--- config.mk ---
export PLATFORM = sky130hd
export DESIGN_NAME = seq_compare
export DESIGN_NICKNAME = d
export VERILOG_FILES = /design/src/rtl/cmp_pkg.sv /design/src/rtl/chunk_cmp.sv /design/src/rtl/seq_compare.sv
export SDC_FILE = /design/constraint.sdc
export NUM_CORES = 1
export LEC_CHECK = 0
export BUFFER_PORTS_ARGS = -buffer_cell sky130_fd_sc_hd__buf_2
export CORE_ASPECT_RATIO = 0.7
export CORE_UTILIZATION = 40
export DETAILED_ROUTE_END_ITERATION = 8
export GPL_TIMING_DRIVEN = 0
export SLEW_MARGIN = 20
export SYNTH_ARGS = -nofsm -noshare
export SYNTH_HDL_FRONTEND = slang
export SYNTH_SLANG_ARGS = --single-unit
--- constraint.sdc ---
create_clock -name clock -period 3.9 [get_ports clock]
set_input_delay 0.195 -clock clock [delete_from_list [all_inputs] [get_ports clock]]
set_output_delay 0.195 -clock clock [all_outputs]
set_load 0.005 [all_outputs]
--- src/rtl/cmp_pkg.sv ---
// Shared encodings for the sequential chunked comparator: op codes, FSM states,
// and helpers that decode an op into its final outcome.
package cmp_pkg;

    typedef enum logic [2:0] {
        OP_EQ  = 3'b000,
        OP_NE  = 3'b001,
        OP_LT  = 3'b010,
        OP_LTU = 3'b011,
        OP_GE  = 3'b100,
        OP_GEU = 3'b101
    } op_e;

    typedef enum logic [1:0] {
        ST_IDLE = 2'b00,
        ST_BUSY = 2'b01,
        ST_DONE = 2'b10
    } state_e;

    function automatic logic is_legal_op(input logic [2:0] op);
        return op <= 3'b101;
    endfunction

    // Only the MSB chunk of the signed ops carries a sign bit.
    function automatic logic is_signed_op(input logic [2:0] op);
        return (op == 3'(OP_LT)) || (op == 3'(OP_GE));
    endfunction

    // Outcome once the deciding chunk has been reached.
    function automatic logic op_result(input logic [2:0] op, input logic eq, input logic lt);
        logic r;
        case (op)
            3'(OP_EQ):                   r = eq;
            3'(OP_NE):                   r = !eq;
            3'(OP_LT), 3'(OP_LTU):       r = lt;
            3'(OP_GE), 3'(OP_GEU):       r = !lt;
            default:                     r = 1'b0;
        endcase
        return r;
    endfunction

endpackage

--- src/rtl/chunk_cmp.sv ---
// Combinational compare of one CHUNK-wide slice, optionally as signed values.
module chunk_cmp #(
    parameter int CHUNK = 8
) (
    input  logic [CHUNK-1:0] a,
    input  logic [CHUNK-1:0] b,
    input  logic             signed_en,
    output logic             eq,
    output logic             lt
);

    always_comb begin
        eq = (a == b);
        lt = signed_en ? ($signed(a) < $signed(b)) : (a < b);
    end

endmodule

--- src/rtl/seq_compare.sv ---
// Multi-cycle comparator: walks the operands one chunk per cycle, MSB chunk
// first, and stops at the first differing chunk or at chunk 0.
module seq_compare
    import cmp_pkg::*;
#(
    parameter int WIDTH = 32,
    parameter int CHUNK = 8
) (
    input  logic             clock,
    input  logic             resetn,
    input  logic             in_valid,
    output logic             in_ready,
    input  logic [2:0]       op,
    input  logic [WIDTH-1:0] in0,
    input  logic [WIDTH-1:0] in1,
    output logic             out_valid,
    input  logic             out_ready,
    output logic             result,
    output logic             out_err,
    output state_e           dbg_state
);

    // Handshake: a request transfers on a rising edge where in_valid && in_ready;
    // a result transfers on a rising edge where out_valid && out_ready.
    localparam int NCHUNK = WIDTH / CHUNK;
    localparam int IDXW   = (NCHUNK > 1) ? $clog2(NCHUNK) : 1;
    localparam logic [IDXW-1:0] LAST_IDX = IDXW'(NCHUNK - 1);

    state_e            state_q, state_d;
    logic [IDXW-1:0]   idx_q, idx_d;
    logic [2:0]        op_q, op_d;
    logic [WIDTH-1:0]  a_q, a_d, b_q, b_d;
    logic              res_q, res_d, err_q, err_d;

    logic [CHUNK-1:0]  a_ch, b_ch;
    logic              c_eq, c_lt, c_signed;

    always_comb begin
        a_ch = '0;
        b_ch = '0;
        for (int i = 0; i < NCHUNK; i++) begin
            if (idx_q == IDXW'(i)) begin
                a_ch = a_q[i*CHUNK +: CHUNK];
                b_ch = b_q[i*CHUNK +: CHUNK];
            end
        end
    end

    assign c_signed = (idx_q == LAST_IDX) && is_signed_op(op_q);

    chunk_cmp #(.CHUNK(CHUNK)) u_chunk_cmp (
        .a         (a_ch),
        .b         (b_ch),
        .signed_en (c_signed),
        .eq        (c_eq),
        .lt        (c_lt)
    );

    always_comb begin
        state_d = state_q;
        idx_d   = idx_q;
        op_d    = op_q;
        a_d     = a_q;
        b_d     = b_q;
        res_d   = res_q;
        err_d   = err_q;
        case (state_q)
            ST_IDLE: begin
                if (in_valid) begin
                    state_d = ST_BUSY;
                    idx_d   = LAST_IDX;
                    op_d    = op;
                    a_d     = in0;
                    b_d     = in1;
                    res_d   = 1'b0;
                    err_d   = 1'b0;
                end
            end
            ST_BUSY: begin
                if (!is_legal_op(op_q)) begin
                    state_d = ST_DONE;
                    res_d   = 1'b0;
                    err_d   = 1'b1;
                end else if (!c_eq || (idx_q == '0)) begin
                    state_d = ST_DONE;
                    res_d   = op_result(op_q, c_eq, c_lt);
                end else begin
                    idx_d = idx_q - IDXW'(1);
                end
            end
            ST_DONE: begin
                if (out_ready) state_d = ST_IDLE;
            end
            default: state_d = ST_IDLE;
        endcase
    end

    always_ff @(posedge clock or negedge resetn) begin
        if (!resetn) begin
            state_q <= ST_IDLE;
            idx_q   <= LAST_IDX;
            op_q    <= '0;
            a_q     <= '0;
            b_q     <= '0;
            res_q   <= 1'b0;
            err_q   <= 1'b0;
        end else begin
            state_q <= state_d;
            idx_q   <= idx_d;
            op_q    <= op_d;
            a_q     <= a_d;
            b_q     <= b_d;
            res_q   <= res_d;
            err_q   <= err_d;
        end
    end

    assign in_ready  = (state_q == ST_IDLE);
    assign out_valid = (state_q == ST_DONE);
    assign result    = res_q;
    assign out_err   = err_q;
    assign dbg_state = state_q;

endmodule

==> impl_summary.md <==
Run status
The flow ran to the end, and the final reports show no timing, DRC or antenna violations.

Drt
In this run the remaining antenna-violating nets after routing total 0. The detailed router finished its first iteration with 89 violations. Dividing the detail-routed via count by the number of cells gives 5.106. The DRC violation count after routing is 0.

The average routed wire per standard cell is 16.08 um. The total detailed-routing wirelength is 8203 um. Summing over every cut layer, the via total after detailed routing is 2,604.

The count of TritonRoute iterations in the first routing pass is 5.

Clock network
The worst-skew pair later-pin latency is 0.33 ns. The TritonCTS clock tree is done. The post-CTS setup buffer count is 0. The total number of H-tree levels is 3.

After clock tree synthesis, the clock-pin slew on the worst setup and hold paths is 0.05 ns. The clock root buffer master is clkbuf_16. The number of sinks on the clock net is 73. The number of buffers created by CTS is 9. The number of buffers on the longest clock path is 2.

Yosys
Synthesis inferred 73 register bits. The simple-gate share of the synthesized area is 10.20%. The dominant combinational cell family by area after synthesis is multiplexers. The post-synthesis net count is 379. Yosys attributes the largest share of cell area to dfrtp_1 50%, mux2_2 21%, ha_1 4.2%, a21oi_1 3.0%, a221oi_1 1.7%. The fraction of the mapped netlist area in compound gates is 10.31%.

The post-synthesis cell type count is 36. Multiplexer cells account for 20.97% of the synthesized area. The Yosys step of the flow raised 0 warnings.

The number of instances in the synthesized netlist is 296. The portion of the post-synthesis area used by sequential elements is 51.61%. The parity-gate share of the synthesized area counting xor and xnor cells is 0%. Of the post-synthesis cell area, the dominant cell type holds 50.12%. Among all flip-flop cells after synthesis, the most frequent one is dfrtp_1. The netlist area before placement is 0.003545 sq mm. The synthesized design contains 0 enable-type register cells.

A synthesized cell averages 11.98 sq um. For this run, asynchronously set or reset flops after synthesis account for 100.0%. The largest total area in the synthesized netlist belongs to dfrtp_1. The post-synthesis adder-cell area fraction is 4.236%.

Place
At the end of routability-driven placement, the weighted congestion stood at 0.7679. The instance count after placement with tap cells included is 493. Detailed placement ended at an HPWL of 6262 um. In this run the tool buffered the top-level ports with 76 buffer cells. The worst slack at placement is 0.4547 ns.

Worst setup path
The most critical setup path has its startpoint at idx_q[0]$_DFFE_PN1P_. In this run the critical register-to-register path is launched from idx_q[0]$_DFFE_PN1P_. The most numerous cell on the critical path is ha_1. Along the worst path, the maximum fanout reaches 10.

The sort of element at the start of the critical path is a flop. The logic depth of the worst register-to-register path is 13. Walking the worst path, the cells encountered are inv_1 > ha_1 > nor2b_2 > buf_4 > a221oi_1 > nor3_1 > a21oi_1 > ha_1 > nand4_2 > a211oi_1 > or3_1 > o31ai_1 > o31ai_2. The largest single stage delay on the critical path is 0.57 ns. The critical path endpoint category is a flop. The endpoint of the most critical register-to-register path is result$_DFFE_PN0P_. For flop-to-flop paths, the worst setup slack is 0.42 ns. The cell with the largest stage delay on the worst path is dfstp_2. The critical path ends at result$_DFFE_PN0P_. The worst setup path category is flop to flop. The worst path arrival time is 3.68 ns. Data on the critical path is required at its endpoint by 4.11 ns.

Timing
Timing would allow up to 287.5 MHz. For the pin with the worst max-slew slack, the measured transition is 0.5030 ns. The final number of setup-violating endpoints is 0.

The headroom to the max-slew limit is 66.43%. The hold violation count in the final report came to 0. The routed design could run at a clock period as short as 3.479 ns.

The final worst setup slack is 0.4215 ns. The final cycle utilization of the critical path is 89.19%. The setup skew after layout is 0.004467 ns. After routing, the total negative slack on setup checks comes to 0 ns. Setup repair after global routing left no endpoint under its margin. The final-report max-slew violation count is 0.

Layout
The final net count is 468. In the layout the commonest cells are 85 x buf_2, 71 x dfrtp_1, 65 x mux2_2. The filler cells instantiated in the layout total 805.

Cells fill 51.48% of the core in the end. The non-filler instance count after layout is 510. Relative to the synthesized area, the layout overhead comes to 23.65%.

The share of final-layout standard cells stronger than drive strength 1 is 46.15%. The sequential standard cell area is 0.001829 sq mm. The number of inserted diodes is 0.

The multi-input logic area is 0.001620 sq mm. The most common library cell in the layout ignoring fill and taps is buf_2.

Global routing
The initial antenna violation count is 0. Entering global routing, the biggest net connects 39 pins. The overflow left after global routing is 0. The global-route usage over all layers is 19.94%. The via count of the first global-routing pass was 2,694. The first-pass GRT wire length is 13,530 um.

Power and ir drop
The maximum vdd ir drop is 0.3079 mV. The total power consumption of the routed design is 3.156 mW. In this run the static leakage power is 1.957 nW. The power density over cell area is 720.0 mW/mm^2.

Job
Across the run, the number of max-cap violations was 0.

Floorplan
In this run the count of I/O pins placed on the die edge is 77. Measured along the x axis, the die boundary spans 114.5 um. The floorplan step defined a die boundary enclosing 0.009248 sq mm. The standard-cell row count is 28.

The height of the die is 80.76 um. The core region area is 0.008513 sq mm. The effective utilization at floorplan is 41.64%.

Min path
The min-delay analysis places its worst path in the category primary input to flop.
-- kinds of logic (layout without fill, tap and decap cells) --
logic type               after synthesis  count (layout)
flip-flops                            73              73
multiplexers                          66              66
AND/OR/NAND/NOR                       66              66
AO/OA/AOI/OAI                         58              58
buffers and inverters                 21             115
adder cells (fa/ha/maj)               12              12
-- flip-flops by register name (all words and copies together) (netlist names) --
| name | cells |
|---|---|
| op_q | 3 |
| a_q | 32 |
| idx_q | 2 |
| out_err | 1 |
| dbg_state | 2 |
| b_q | 32 |
| result | 1 |
-- cell type report --
type | instances | share of cell area (%)
inverter | 4 | 0.3426
multi-input combinational | 202 | 36.97
clock buffer | 12 | 5.624
buffer | 17 | 1.827
tap | 120 | 3.426
clock inverter | 4 | 0.6566
timing repair buffer | 78 | 9.421
sequential | 73 | 41.74
-- worst max-delay path, delay by kind of cell, from the launching register on --
kind / cells / cell delay (ns)
compound gates: 5 / 1.03
simple gates: 4 / 0.89
fa+ha+maj: 2 / 0.58
flops: 1 / 0.57
buf+inv: 2 / 0.26
-- synthesized netlist by cell type, types with 7 or more instances --
cell type,instances
nor3_1,10
mux2_2,65
ha_1,12
a22oi_1,8
a221oi_1,7
o21ai_0,12
nor2_1,15
nor2b_1,8
buf_2,10
a21oi_1,21
dfrtp_1,71
nand2_1,14
-- what timing repair did --
action / in CTS / in global routing
resized for setup: 0 / 0
endpoints found under the hold margin: 33 / 0
hold buffers: 1 / 0
-- per-layer routing --
metal / part of all wire, % / global-route usage, %
met2: 42 / 28.91
met5: 0 / 0
met1: 52 / 28.67
met4: 0.80 / 5.195
met3: 4.8 / 6.567
-- worst min-delay path by stage --
| stage | end | cells past startpoint | from | slack, ns |
|---|---|---|---|---|
| global route | a_q[27]$_DFFE_PN0P_ | 2 | in0[27] | 0.08 |
| CTS | op_q[2]$_DFFE_PN0P_ | 3 | op[2] | 0.07 |
| global placement | op_q[2]$_DFFE_PN0P_ | 3 | op[2] | 0.42 |
| finish | op_q[2]$_DFFE_PN0P_ | 3 | op[2] | 0.08 |
| floorplan | a_q[0]$_DFFE_PN0P_ | 0 | resetn | -0.10 |
| detailed placement | out_err$_DFFE_PN0P_ | 1 | resetn | 0.19 |
-- power breakdown --
part / leakage [nW] / internal (mW) / switching, mW
combinational: 0.973 / 0.590 / 0.449
sequential: 0.855 / 1.14 / 0.230
clock: 0.129 / 0.448 / 0.304
total: 1.96 / 2.17 / 0.983
-- through the flow --
stage / instance area [sq um] / hold WS (ns)
CTS: 4383 / 0.06639
finish: 4383 / 0.08046
detailed placement: 4098 / 0.1907
floorplan: 3545 / -0.1006
global route: 4383 / 0.08073
global placement: 4075 / 0.4180
(Power assumes the default switching activity.)
